$ cat src/rtl/lifo_req_arbiter.sv
// Round-robin arbiter serialising N_REQ push/pop requesters onto one shared LIFO stack.
// Latency: push or error response 1 cycle after grant, successful pop response 2 cycles after grant.
// Backpressure: req_ready grants at most one requester per cycle and none during POP_WAIT; responses cannot be stalled.
module lifo_req_arbiter #(
    parameter int N_REQ = 4,
    parameter int WIDTH = 8,
    parameter int DEPTH = 8,
    parameter int ID_W  = 2,
    parameter int LVL_W = 4
) (
    input  logic                   clk,
    input  logic                   rstn,
    input  logic [N_REQ-1:0]       req_valid,
    input  logic [N_REQ-1:0]       req_op,
    input  logic [N_REQ*WIDTH-1:0] req_data,
    output logic [N_REQ-1:0]       req_ready,
    output logic                   rsp_valid,
    output logic [ID_W-1:0]        rsp_id,
    output logic                   rsp_err,
    output logic [WIDTH-1:0]       rsp_data,
    output logic [LVL_W-1:0]       level,
    output logic                   busy,
    output logic                   lifo_push,
    output logic                   lifo_pop,
    output logic [WIDTH-1:0]       lifo_din,
    input  logic [WIDTH-1:0]       lifo_dout,
    input  logic                   lifo_full,
    input  logic                   lifo_empty
);

    typedef enum logic [0:0] {
        ST_IDLE     = 1'b0,
        ST_POP_WAIT = 1'b1
    } state_t;

    state_t           r_state;
    state_t           w_state_nxt;
    logic [ID_W-1:0]  r_rr_ptr;
    logic [ID_W-1:0]  r_pop_id;
    logic [LVL_W-1:0] r_level;
    logic             r_rsp_valid;
    logic [ID_W-1:0]  r_rsp_id;
    logic             r_rsp_err;
    logic [WIDTH-1:0] r_rsp_data;

    logic [ID_W:0]    w_idx;
    logic             w_found;
    logic [ID_W-1:0]  w_win;
    logic             w_grant;
    logic             w_sel_op;
    logic [WIDTH-1:0] w_sel_data;

    // Winner search: first valid requester starting at the round-robin pointer, wrapping modulo N_REQ.
    always_comb begin
        w_idx   = '0;
        w_found = 1'b0;
        w_win   = '0;
        for (int i = 0; i < N_REQ; i++) begin
            w_idx = {1'b0, r_rr_ptr} + (ID_W+1)'(i);
            if (w_idx >= (ID_W+1)'(N_REQ)) begin
                w_idx = w_idx - (ID_W+1)'(N_REQ);
            end
            if (!w_found && req_valid[w_idx[ID_W-1:0]]) begin
                w_found = 1'b1;
                w_win   = w_idx[ID_W-1:0];
            end
        end
    end

    // Grants are only issued out of reset and while idle; POP_WAIT is the cycle the stack read data lands.
    assign w_grant    = rstn && (r_state == ST_IDLE) && w_found;
    assign w_sel_op   = req_op[w_win];
    assign w_sel_data = req_data[int'(w_win)*WIDTH +: WIDTH];

    // Next-state logic plus grant and stack strobes; errors consume the grant but never strobe the stack.
    always_comb begin
        w_state_nxt = r_state;
        req_ready   = '0;
        lifo_push   = 1'b0;
        lifo_pop    = 1'b0;
        lifo_din    = '0;
        if (w_grant) begin
            req_ready[w_win] = 1'b1;
            if (!w_sel_op) begin
                if (!lifo_full) begin
                    lifo_push = 1'b1;
                    lifo_din  = w_sel_data;
                end
            end else if (!lifo_empty) begin
                lifo_pop    = 1'b1;
                w_state_nxt = ST_POP_WAIT;
            end
        end else if (r_state == ST_POP_WAIT) begin
            w_state_nxt = ST_IDLE;
        end
    end

    // State register.
    always_ff @(posedge clk) begin
        if (!rstn) begin
            r_state <= ST_IDLE;
        end else begin
            r_state <= w_state_nxt;
        end
    end

    // Round-robin pointer, occupancy tracking and the registered response pulse.
    always_ff @(posedge clk) begin
        if (!rstn) begin
            r_rr_ptr    <= '0;
            r_pop_id    <= '0;
            r_level     <= '0;
            r_rsp_valid <= 1'b0;
            r_rsp_id    <= '0;
            r_rsp_err   <= 1'b0;
            r_rsp_data  <= '0;
        end else begin
            r_rsp_valid <= 1'b0;
            if (w_grant) begin
                r_rr_ptr <= (w_win == ID_W'(N_REQ-1)) ? '0 : w_win + ID_W'(1);
                if (!w_sel_op) begin
                    r_rsp_valid <= 1'b1;
                    r_rsp_id    <= w_win;
                    r_rsp_err   <= lifo_full;
                    r_rsp_data  <= '0;
                    if (!lifo_full) begin
                        r_level <= r_level + LVL_W'(1);
                    end
                end else if (lifo_empty) begin
                    r_rsp_valid <= 1'b1;
                    r_rsp_id    <= w_win;
                    r_rsp_err   <= 1'b1;
                    r_rsp_data  <= '0;
                end else begin
                    r_level  <= r_level - LVL_W'(1);
                    r_pop_id <= w_win;
                end
            end else if (r_state == ST_POP_WAIT) begin
                r_rsp_valid <= 1'b1;
                r_rsp_id    <= r_pop_id;
                r_rsp_err   <= 1'b0;
                r_rsp_data  <= lifo_dout;
            end
        end
    end

    assign rsp_valid = r_rsp_valid;
    assign rsp_id    = r_rsp_id;
    assign rsp_err   = r_rsp_err;
    assign rsp_data  = r_rsp_data;
    assign level     = r_level;
    assign busy      = (r_state == ST_POP_WAIT);

endmodule

$ cat config.mk
export PLATFORM = sky130hd
export DESIGN_NAME = lifo_req_arbiter
export DESIGN_NICKNAME = d
export VERILOG_FILES = /design/src/rtl/lifo_req_arbiter.sv
export SDC_FILE = /design/constraint.sdc
export NUM_CORES = 1
export LEC_CHECK = 0
export CORE_ASPECT_RATIO = 0.8
export CORE_UTILIZATION = 34
export CTS_CLUSTER_DIAMETER = 40
export DETAILED_ROUTE_END_ITERATION = 6
export PLACE_DENSITY = 0.76
export SLEW_MARGIN = 20
export SYNTH_ARGS = -nofsm -noshare
export SYNTH_HDL_FRONTEND = slang
export SYNTH_SLANG_ARGS = --single-unit
$ cat constraint.sdc
create_clock -name clk -period 2.6 [get_ports clk]
set_clock_uncertainty 0.1 [all_clocks]
set_input_delay 0.39 -clock clk [delete_from_list [all_inputs] [get_ports clk]]
set_output_delay 0.39 -clock clk [all_outputs]
set_load 0.005 [all_outputs]
# Yosys cells after proc, flatten, opt, wreduce, memory -nomap -nowiden

Index checks and enable logic that the tools add are counted.
Widths: inputs -> output; s select.

$add $sub $neg: 10
$lt $le $gt $ge: 10
Equal/unequal tests: 4
Shift operators: 1
Muxes and demuxes: 54
Bitwise gates (word level): 2
Reduce and logical (&&, ||, !) cells: 15

Operators with widths:

| cell                | count |
|---|---|
| $mux 8              | 7 |
| $shiftx 32x6->8     | 1 |
| $mux 2              | 13 |
| $mux 1              | 24 |
| $mux 4              | 4 |
| $lt 2x3->1 const B  | 5 |
| $bmux 1 s2          | 5 |
| $ge 3x3->1 const B  | 3 |
| $sub 2x1->2 const B | 4 |
| $add 2x2->3 const B | 2 |
| $logic_and 1x1->1   | 6 |
| $reduce_and 2->1    | 3 |
| $reduce_and 3->1    | 2 |
| $add 4x1->4 const B | 1 |
| $sub 4x1->4 const B | 1 |
| $add 2x1->3 const B | 1 |
| $ge 2x3->1 const B  | 1 |
| $logic_not 1->1     | 3 |
| $ne 3x3->1 const B  | 1 |
| $add 2x1->2 const B | 1 |
| $demux 1 s2         | 1 |
| $eq 2x2->1 const B  | 1 |
| $ge 2x1->1 const B  | 1 |
| $ne 2x1->1 const B  | 1 |
| 3 further kinds     | 4 |

Register bits: 21
Input bits: 52

# Longest topological paths before layout

Gate-level depths: netlist of run 1.

Depth after elaboration: 19
Gate-level depth with buffers: 12
Mapped depth without buffers: 10

# Least setup slack after synthesis of run 1

Ideal clock, no wire load.

Kind: register to register
Start: reg r_rr_ptr[1]
End: reg r_level[3] (netlist: level[3])
Library setup time: 0.072 ns
Arrival time: 2.355 ns
Data required time: 2.428 ns
Setup slack: 0.073 ns
Stages on the path, launching flop included: 12
Buffers on the path: 2
Clock period less this slack: 2.527 ns
Cells stage by stage: dfxtp_1 -> a21oi_1 -> o21a_1 -> o22a_1 -> buf_6 -> mux2i_4 -> mux2i_4 -> buf_6 -> ha_1 -> a311o_1 -> nand4_1 -> mux2i_1

Longest elaborated chain between the ends: 18

Ends and longest elaborated chain:

| what                                                                 | RTL line | text |
|---|---|---|
| from (decl)                                                          | 38       | `logic [ID_W-1:0] r_rr_ptr;` |
| from (signal assigned)                                               | 120      | `r_rr_ptr <= (w_win == ID_W'(N_REQ-1)) ? '0 : w_win + ID_W'(1);` |
| parallel branches: the longest is 18 deep, another holds $add 2x1->3 | --       |  |
| to (signal assigned)                                                 | 127      | `r_level <= r_level + LVL_W'(1);` |
| to (signal assigned)                                                 | 135      | `r_level <= r_level - LVL_W'(1);` |
| to (decl)                                                            | 40       | `logic [LVL_W-1:0] r_level;` |

Parallel ways; which one is timed is not known. The select of a mux whose other input is x is not followed.
A chain may end at the register's enable or synchronous reset.

# Worst setup path in the final report of run 1

Start: reg r_rr_ptr[1]
End: out lifo_din[4]

Longest elaborated chain between the ends: 18

Ends and longest elaborated chain:

| what                                                                 | RTL line | text |
|---|---|---|
| parallel branches: the longest is 17 deep, another holds $add 2x1->3 | --       |  |
| $mux 8 *                                                             | 82       | `if (w_grant) begin` |
| to (decl)                                                            | 25       | `output logic [WIDTH-1:0] lifo_din,` |

Mark *: on every way between the ends. The select of a mux whose other input is x is not followed.

==> impl_metrics.py, run 1 <==
metrics = {
    "status": {
        "status": "finished, violations left",
        "violations": "setup timing",
    },
    "synth": {
        "synth_top_area_share_pct": 29.2,
        "synthArstFlopShare_pct": 0,
        "yosys-top-cells-count": "nand2_1 (26), dfxtp_1 (21), mux2i_1 (20), nor2_1 (16), a21oi_1 (12)",
        "synthTopCellsByArea": "dfxtp_1 (29%), mux2i_1 (14%), nand2_1 (6.8%), mux2i_4 (6.3%), ha_1 (5.2%)",
        "synth_xor_area_share_pct": 1.22,
        "yosys.area_share.simple_pct": 24.7,
        "ys_warn_count": 0,
        "yosysUniqueCellTypes": 35,
        "syn_nets": 229,
        "synth_mux_area_share_pct": 20.2,
        "synthCells": 171,
        "synth_top_family_by_area": "simple AND/OR/NAND/NOR gates",
        "synth_compound_area_share_pct": 14.2,
        "yosysSeqAreaShare_pct": 29.2,
        "synth_area_per_cell_um2": 8.42,
        "synth_area_um2": 1440,
        "synthFlopType": "dfxtp_1",
        "synthAdderAreaFrac_pct": 5.21,
        "synth_edf_count": 0,
        "yosysTopAreaCell": "dfxtp_1",
        "synth_most_common_cell": "nand2_1",
        "ys_seq_elements": 21,
    },
    "cts": {
        "clk_pin_slew_ns": 0.07,
        "clock-sinks": 21,
        "cts_tree": "done",
        "cts_made_buffers": 3,
        "holdBufCountCts": 0,
        "htreeDepth": 1,
        "cts_root_buf": "clkbuf_8",
        "clock_latency_ns": 0.26,
        "cts_buffer_depth": 2,
    },
    "worst_setup_path": {
        "start_kind": "register",
        "cp_data_required_time_ns": 2.11,
        "crit_arrival_ns": 2.28,
        "cp-end-kind": "output port",
        "critPathKind": "register to output port",
        "crit_path_max_fanout": 5,
    },
    "final_layout": {
        "num_antenna_cells": 0,
        "drive_above_1_share_pct": 26.1,
        "multi_input_area_um2": 1010,
        "areaGrowthSynthToFinish_pct": 87.9,
        "fin_area_um2": 2710,
        "fillCellCount": 315,
        "final_nets": 343,
        "seqCellArea_um2": 423,
        "fin_util_pct": 68.9,
    },
    "sta": {
        "slew_headroom_pct": 68.0,
        "rsz0062_at_grt": "yes",
        "final.setup.tns_ns": -1.18,
        "fin_crit_ns": 2.77,
        "setup_ws_ns": -0.169,
        "finalCritPeriodShare_pct": 106,
        "fin_hold_ws_ns": 0.368,
        "finalHoldViolCount": 0,
        "clock.fmax_mhz": 361,
        "setup-violations-final": 13,
        "maxSlewViolCount": 0,
        "tightest_slew_ns": 0.479,
    },
    "run": {
        "maxCapViolations": 0,
    },
    "floorplanning": {
        "core_area_um2": 3930,
        "io_pins": 83,
        "initial_core_util_pct": 36.7,
        "num_rows": 20,
        "die_area_um2": 4500,
        "die-width_um": 74.8,
        "die_h_um": 60.2,
    },
    "placed_design": {
        "finalWeightedCongestion": 0.774,
        "postPlaceCellArea_um2": 2460,
        "io_buffers": 82,
        "place_hpwl_um": 3400,
        "post-place-ws_ns": -0.776,
    },
    "global_route": {
        "grt_pass1_vias": 1464,
        "antenna_found_initial": 0,
        "grt_max_degree": 20,
        "grt_overflow": 0,
        "grt_usage_pct": 21.9,
        "grt_pass1_wl_um": 7420,
    },
    "routing": {
        "drc": 0,
        "vias": 1685,
        "wl_um": 5080,
        "ant_nets": 0,
        "drt_iter0_markers": 111,
        "first_pass_iters": 4,
        "wl_per_cell_um": 15.0,
        "vias_per_cell": 4.97,
    },
    "power": {
        "p_per_area_nw_per_um2": 527,
        "peakVddDrop_mv": 0.341,
        "p_leak_nw": 1.19,
    },
    "min_path": {
        "hold_class": "register to register",
    },
}
-- worst paths after layout --
| check | start | endpoint | slack (ns) | cells after the start |
|---|---|---|---|---|
| setup reg to reg | r_rr_ptr[1] | level[3] | -0.04 | 12 |
| hold / removal | level[3] | level[3] | 0.37 | 1 |
| setup / recovery | r_rr_ptr[1] | lifo_din[4] | -0.17 | 12 |
| hold reg to reg | level[3] | level[3] | 0.37 | 1 |
-- area by class of cell --
type / count / area share (%)
clock buffer: 4 / 1.66
inverter: 6 / 0.832
multi-input combinational: 135 / 37.4
sequential: 21 / 15.6
tap: 55 / 2.54
timing repair buffer: 118 / 41.9
-- layout by cell type (no fill, tap or decap), drive strengths merged, types with 2 or more instances in the layout --
master / count
dfxtp: 21
a21oi: 12
mux2i: 24
nand3: 2
dlygate4sd2: 2
clkdlybuf4s50: 66
xor2: 2
nor3: 4
inv: 6
ha: 6
nand2: 26
o21a: 3
or3: 2
and2: 4
dlymetal6s2s: 2
nor2: 16
nand2b: 3
clkbuf: 7
buf: 45
o21ai: 2
a22oi: 8
and3: 11
-- report_power, final --
part           total [mW]  switching, mW  internal (mW)
Sequential          0.394         0.0326          0.362
Clock               0.213          0.104          0.109
Combinational       0.819          0.346          0.473
Total                1.43          0.483          0.944
-- registers in the layout, indices dropped and copies added, names as in the netlist --
name,flops
rsp_data,8
level,4
r_pop_id,2
r_rr_ptr,2
rsp_id,2
busy,1
rsp_err,1
rsp_valid,1
-- routing by layer --
layer | vias up | GRT usage [%] | routed length (um)
met5 | - | 0 | 0
met4 | 0 | 3.50 | 57
met3 | 6 | 4.89 | 288
met2 | 52 | 34.4 | 2410
met1 | 798 | 31.0 | 2330
li1 | 829 | - | -
-- per-stage QoR --
stage	instances	total power, mW
floorplan	171	0.762
finish	339	1.43
detailed placement	321	1.07
global placement	321	1.07
CTS	336	1.37
global route	339	1.52
-- timing repair --
item / CTS / global route
gates resized for setup: 62 / 22
pin swaps: 13 / 6
setup buffers: 12 / 3
cloned: 1 / 0
endpoints found under the setup margin: 18 / 17
-- logic make-up (layout without fill, tap and decap cells) --
kind of cell,count (synthesis),in the layout
simple gates,71,72
compound gates,31,31
mux,24,24
flops,21,21
buf+inv,16,128
fa+ha+maj,6,6
xor+xnor,2,2
-- critical path, stage by stage, from the launching register on --
cell and delay, ns:
dfxtp_2 0.36, buf_6 0.13, mux2i_1 0.18, nor2_1 0.07, nor3_2 0.16, inv_2 0.09
mux2i_4 0.21, buf_6 0.13, nor3_4 0.20, buf_6 0.14, buf_6 0.09, and3_4 0.17
buf_6 0.09
Power figures use the tool's default switching activity.
==> run 2: changes to the inputs <==
ABC_AREA = 1   (was not set)
CORE_UTILIZATION = 37   (was 34)
PLACE_DENSITY = 0.78   (was 0.76)
TNS_END_PERCENT = 30   (was not set)
==> run 2 against run 1 <==
The flow still finishes with violations (setup timing). Synthesized area up 16%. Synthesized cell count grew 58%. Die area is 6.2% higher. Clock-buffer cell count stayed put. Final cell count increased by 37%. Largest power group unchanged. Clock power barely moved. Design area up 24%. Largest cell class is now multi-input gates.
==> impl_metrics.py, run 2 <==
metrics = {
    "min_path": {
        "hold_depth": 2,
        "hold_class": "register to register",
        "hold_path_end": "rsp_data[2]",
        "hp-start": "rsp_data[2]",
    },
    "worst_setup_path": {
        "r2r_start": "r_rr_ptr[0]",
        "rr_worst_depth": 19,
        "cp-end-kind": "output port",
        "critPathKind": "register to output port",
        "cpMostUsedCell": "nand2_4",
        "cp_data_required_time_ns": 2.11,
        "rr_endpoint": "level[3]",
        "crit_path_max_fanout": 8,
        "slowest_stage": "dfxtp_4",
        "crit_chain": "buf_8 > nand2_4 > nand2_4 > buf_12 > o21ai_4 > nand3_4 > nand2_4 > nand2_8 > nand2_4 > nand3_4 > nand2_4 > nand3_4 > buf_12 > nor2_1 > buf_2",
        "critPathMaxStageDelay_ns": 0.37,
        "crit_arrival_ns": 2.35,
        "start_kind": "register",
        "r2r_slack_ns": -0.21,
    },
    "synth": {
        "synthTopCellsByArea": "dfxtp_1 (25%), nand2_1 (16%), inv_1 (9.0%), nor2_1 (7.4%), o21ai_0 (6.6%)",
        "yosys-top-cells-count": "nand2_1 (70), inv_1 (40), nor2_1 (33), o21ai_0 (22), dfxtp_1 (21)",
        "ys_seq_elements": 21,
        "synthFlopType": "dfxtp_1",
        "yosysSeqAreaShare_pct": 25.2,
        "synth_top_area_share_pct": 25.2,
        "yosysUniqueCellTypes": 28,
        "synth_most_common_cell": "nand2_1",
        "yosysTopAreaCell": "dfxtp_1",
        "synthArstFlopShare_pct": 0,
        "synthCells": 271,
        "synth_area_um2": 1670,
        "synth_area_per_cell_um2": 6.15,
        "synth_edf_count": 0,
        "syn_nets": 329,
        "ys_warn_count": 0,
    },
    "floorplanning": {
        "die_area_um2": 4780,
        "die-width_um": 77.0,
        "die_h_um": 62.0,
        "io_pins": 83,
        "initial_core_util_pct": 39.2,
        "num_rows": 21,
        "core_area_um2": 4260,
    },
    "cts": {
        "htreeDepth": 1,
        "cts_tree": "done",
        "clk_pin_slew_ns": 0.08,
        "clock_latency_ns": 0.26,
        "clock-sinks": 21,
        "cts_root_buf": "clkbuf_8",
        "cts_buffer_depth": 2,
        "holdBufCountCts": 0,
        "cts_made_buffers": 3,
    },
    "final_layout": {
        "fin_area_um2": 3340,
        "largest_reg_flops": 8,
        "fillCellCount": 271,
        "drive_above_1_share_pct": 39.3,
        "num_antenna_cells": 0,
        "areaGrowthSynthToFinish_pct": 101,
        "final_cell_mix": "clkdlybuf4s50_1 (64), nand2_1 (48), buf_4 (42), inv_1 (28), nor2_1 (24)",
        "final_nets": 466,
        "final_common_cell": "clkdlybuf4s50_1",
    },
    "sta": {
        "slew_headroom_pct": 67.7,
        "fin_crit_ns": 2.84,
        "finalCritPeriodShare_pct": 109,
        "tightest_slew_ns": 0.484,
        "clock.fmax_mhz": 353,
        "setup-violations-final": 29,
        "rsz0062_at_grt": "yes",
        "maxSlewViolCount": 0,
        "setup_ws_ns": -0.236,
        "finalHoldViolCount": 0,
    },
    "power": {
        "p_leak_nw": 1.55,
        "power_mw": 6.07,
        "p_per_area_nw_per_um2": 1820,
        "peakVddDrop_mv": 0.918,
    },
    "global_route": {
        "grt_overflow": 0,
        "grt_pass1_wl_um": 9630,
        "grt_max_degree": 15,
        "grt_usage_pct": 25.3,
        "antenna_found_initial": 0,
        "grt_pass1_vias": 2240,
    },
    "routing": {
        "vias_per_cell": 5.23,
        "wl_um": 7420,
        "drc": 0,
        "drt_iter0_markers": 137,
        "first_pass_iters": 4,
        "ant_nets": 0,
        "vias": 2429,
        "wl_per_cell_um": 16.0,
    },
    "placed_design": {
        "postPlaceCellArea_um2": 2780,
        "place_hpwl_um": 3990,
        "io_buffers": 82,
        "finalWeightedCongestion": 0.857,
    },
    "status": {
        "status": "finished, violations left",
        "violations": "setup timing",
    },
    "run": {
        "maxCapViolations": 0,
    },
}
run 2: cell count changes after synthesis, sizes merged, moves of 4 or more:
cell / delta
nand2: +55
inv: +37
mux2i: -24
o21ai: +22
nor2: +18
nand3: +15
and3: -11
a22oi: -8
o22ai: +8
a21oi: +7
buf: +5
clkbuf: -5
and2: -4
run 2: report_power, final:
| group | internal, mW | switching, mW |
|---|---|---|
| Sequential | 0.435 | 0.0922 |
| Combinational | 2.57 | 2.76 |
| Clock | 0.109 | 0.104 |
| Total | 3.12 | 2.96 |
run 2: layout make-up:
| type | count | area, um2 | share of cell area, % |
|---|---|---|---|
| Clock buffer | 4 | 45.0 | 1.35 |
| Inverter | 43 | 171 | 5.13 |
| Multi-Input combinational cell | 197 | 1330 | 39.9 |
| Sequential cell | 21 | 425 | 12.7 |
| Tap cell | 57 | 71.3 | 2.13 |
| Timing Repair Buffer | 142 | 1300 | 38.8 |
run 2: worst max path at each step:
stage	startpoint	cells after the start	slack, ns	end
2_1_floorplan	r_rr_ptr[0]	18	0.17	level[3]
3_3_place_gp	req_valid[1]	15	-0.59	lifo_din[6]
3_5_place_dp	req_valid[0]	15	-0.70	lifo_din[5]
4_1_cts	r_rr_ptr[1]	22	-0.06	level[2]
5_1_grt	r_rr_ptr[0]	14	-0.40	lifo_din[5]
6_report	r_rr_ptr[0]	15	-0.24	lifo_din[5]
run 2: repair_timing:
| action | 4_1_cts | 5_1_grt |
|---|---|---|
| pin swaps | 25 | 29 |
| setup endpoints to repair | 18 | 28 |
| cloned | 2 | 0 |
| gates resized for setup | 114 | 63 |
| buffers inserted | 13 | 10 |
run 2: metrics by stage:
stage                     std cells  TNS, ns  hold WS [ns]  setup slack (ns)  utilization [%]
after detailed placement        439   -12.93         0.354            -0.695             65.4
after floorplan                 271        0         0.345             0.174                -
after global placement          439   -10.51         0.346            -0.593             65.4
final                           464    -3.89         0.364            -0.236             78.5
after CTS                       458   -0.397         0.367           -0.0612             72.5
after global routing            464    -7.68         0.385            -0.396             78.5
run 2: kinds of logic (layout without fill, tap and decap cells):
family	count (synthesis)	in the layout	synth area share, %
buffers and inverters	53	189	13.8
xor gates and xnor gates	1	1	0.526
adders and majority gates	6	6	4.50
DFF	21	21	25.2
and+or+nand+nor	134	134	36.9
AOI/OAI and AO/OA	56	56	19.0
run 2: metal layers:
| layer | GRT usage, % | part of all wire (%) |
|---|---|---|
| met5 | 0 | 0 |
| met4 | 8.63 | 3.6 |
| met3 | 5.40 | 6.8 |
| met2 | 46.7 | 50 |
| met1 | 30.1 | 40 |
run 2: critical path: cells and delay by family, from the launching register on:
kind                   cells  cell delay [ns]
AOI/OAI and AO/OA          1             0.19
and+or+nand+nor           10             0.96
DFF                        1             0.37
buffers and inverters      4             0.55
==> run 3: changes to the inputs <==
CAP_MARGIN = 10   (was not set)
SKIP_LAST_GASP = 1   (was not set)
==> run 3 against run 2 <==
The run still ends with setup timing left. Non-clock buffer count decreased by 3. Die area unchanged. Sequential share of layout area increased by 0.36 points. Critical path depth is 2 lower. Register-to-register slack better by 0.05 ns. Utilization down 2.2 points.
==> impl_metrics.py, run 3 (synthesized netlist as in run 2, its figures left out) <==
metrics = {
    "floorplanning": {
        "initial_core_util_pct": 39.2,
        "io_pins": 83,
        "core_area_um2": 4260,
        "num_rows": 21,
        "die_h_um": 62.0,
        "die-width_um": 77.0,
        "die_area_um2": 4780,
    },
    "placed_design": {
        "finalWeightedCongestion": 0.857,
        "post-place-ws_ns": -0.695,
        "postPlaceCellArea_um2": 2780,
        "place_hpwl_um": 3990,
        "io_buffers": 82,
    },
    "final_layout": {
        "drive_above_1_share_pct": 35.4,
        "fin_area_um2": 3250,
        "fin_util_pct": 76.4,
        "final_common_cell": "clkdlybuf4s50_1",
        "final_nets": 463,
        "largest_reg_flops": 8,
        "num_antenna_cells": 0,
        "final_cell_mix": "clkdlybuf4s50_1 (64), nand2_1 (49), buf_4 (42), inv_1 (32), nor2_1 (27)",
        "areaGrowthSynthToFinish_pct": 95.0,
    },
    "worst_setup_path": {
        "start_kind": "register",
        "cp_data_required_time_ns": 2.11,
        "crit_arrival_ns": 2.33,
        "crit_chain": "buf_8 > nand2_4 > nand2_4 > buf_12 > o21ai_4 > buf_4 > o21ai_0 > inv_1 > nand2_2 > buf_4 > buf_4 > nor2_2 > dlygate4sd2_1",
        "critPathMaxStageDelay_ns": 0.37,
        "critPathKind": "register to output port",
        "cp-end-kind": "output port",
        "cpMostUsedCell": "buf_4",
        "crit_path_max_fanout": 8,
        "path_buf_inv": 7,
        "cp_top_family": "buffers and inverters",
        "slowest_stage": "dfxtp_4",
        "rr_worst_depth": 19,
        "r2r_start": "r_rr_ptr[0]",
        "r2r_slack_ns": -0.16,
        "rr_endpoint": "level[3]",
    },
    "sta": {
        "clock.fmax_mhz": 355,
        "finalCritPeriodShare_pct": 108,
        "tightest_slew_ns": 0.494,
        "setup-violations-final": 19,
        "setup_ws_ns": -0.217,
        "slew_headroom_pct": 67.0,
        "fin_crit_ns": 2.82,
        "maxSlewViolCount": 0,
        "rsz0062_at_grt": "yes",
        "finalHoldViolCount": 0,
    },
    "cts": {
        "cts_made_buffers": 3,
        "holdBufCountCts": 0,
        "clock_latency_ns": 0.26,
        "clock-sinks": 21,
        "clk_pin_slew_ns": 0.08,
        "cts_root_buf": "clkbuf_8",
        "cts_tree": "done",
        "cts_buffer_depth": 2,
        "htreeDepth": 1,
    },
    "status": {
        "violations": "setup timing",
        "status": "finished, violations left",
    },
    "global_route": {
        "antenna_found_initial": 0,
        "grt_pass1_vias": 2222,
        "grt_max_degree": 15,
        "grt_pass1_wl_um": 9690,
        "grt_usage_pct": 25.5,
        "grt_overflow": 0,
    },
    "power": {
        "peakVddDrop_mv": 0.824,
        "p_leak_nw": 1.52,
        "p_per_area_nw_per_um2": 1740,
    },
    "routing": {
        "drt_iter0_markers": 84,
        "wl_um": 6720,
        "first_pass_iters": 4,
        "drc": 0,
        "wl_per_cell_um": 14.6,
        "vias_per_cell": 5.06,
        "ant_nets": 0,
        "vias": 2332,
    },
    "min_path": {
        "hold_depth": 2,
        "hold_class": "register to register",
        "hp-start": "rsp_data[2]",
        "hold_path_end": "rsp_data[2]",
    },
    "run": {
        "maxCapViolations": 0,
    },
}
run 3: cell count changes in the layout (fill, tap and decap cells not counted), sizes merged:
cell,delta
buf,-7
clkdlybuf4s15,+2
dlygate4sd2,+2
run 3: where the power goes:
part           total, mW  switching, mW  internal (mW)
Combinational       4.93           2.53           2.40
Sequential         0.521         0.0862          0.435
Clock              0.216          0.107          0.109
Total               5.67           2.72           2.94
run 3: what timing repair did:
| action | 4_1_cts | 5_1_grt |
|---|---|---|
| resized for setup | 104 | 37 |
| pin swaps | 24 | 28 |
| buffers inserted | 13 | 5 |
| cloned | 2 | 0 |
| endpoints found under the setup margin | 18 | 25 |
| hold endpoints to repair | 0 | 0 |
run 3: metal layers:
metal / track usage, % / up-vias / part of all wire (%)
met5: 0 / - / 0
met4: 5.66 / 0 / 2.4
met3: 4.38 / 18 / 5.7
met2: 49.6 / 97 / 51
met1: 30.2 / 1087 / 41
li1: - / 1130 / -
run 3: worst max-delay path by stage:
stage / depth (start not counted) / to / start / slack [ns]
2_1_floorplan: 18 / level[3] / r_rr_ptr[0] / 0.17
3_3_place_gp: 15 / lifo_din[6] / req_valid[1] / -0.59
3_5_place_dp: 15 / lifo_din[5] / req_valid[0] / -0.70
4_1_cts: 22 / level[2] / r_rr_ptr[1] / -0.06
5_1_grt: 19 / level[3] / r_rr_ptr[0] / -0.31
6_report: 13 / req_ready[0] / r_rr_ptr[0] / -0.22
run 3: area by class of cell:
| cell class | instances | area, um2 |
|---|---|---|
| inverter | 43 | 171 |
| multi-input combinational | 197 | 1270 |
| clock buffer | 4 | 45.0 |
| tap | 57 | 71.3 |
| timing repair buffer | 139 | 1270 |
| sequential | 21 | 425 |
| fill | 289 | 1010 |
run 3: worst reg2reg max path, delay by kind of cell (launching register included):
family / cells / cell delay [ns]
adder cells (fa/ha/maj): 1 / 0.29
flip-flops: 1 / 0.37
buffers and inverters: 5 / 0.50
AO/OA/AOI/OAI: 2 / 0.44
AND/OR/NAND/NOR: 11 / 0.96
run 3: through the flow:
stage / hold slack (ns) / power [mW] / instances / TNS [ns]
CTS: 0.367 / 4.86 / 458 / -0.677
finish: 0.366 / 5.67 / 461 / -2.67
global placement: 0.346 / 3.82 / 439 / -10.51
global route: 0.386 / 6.11 / 461 / -5.22
detailed placement: 0.354 / 3.88 / 439 / -12.93
floorplan: 0.345 / 2.46 / 271 / 0
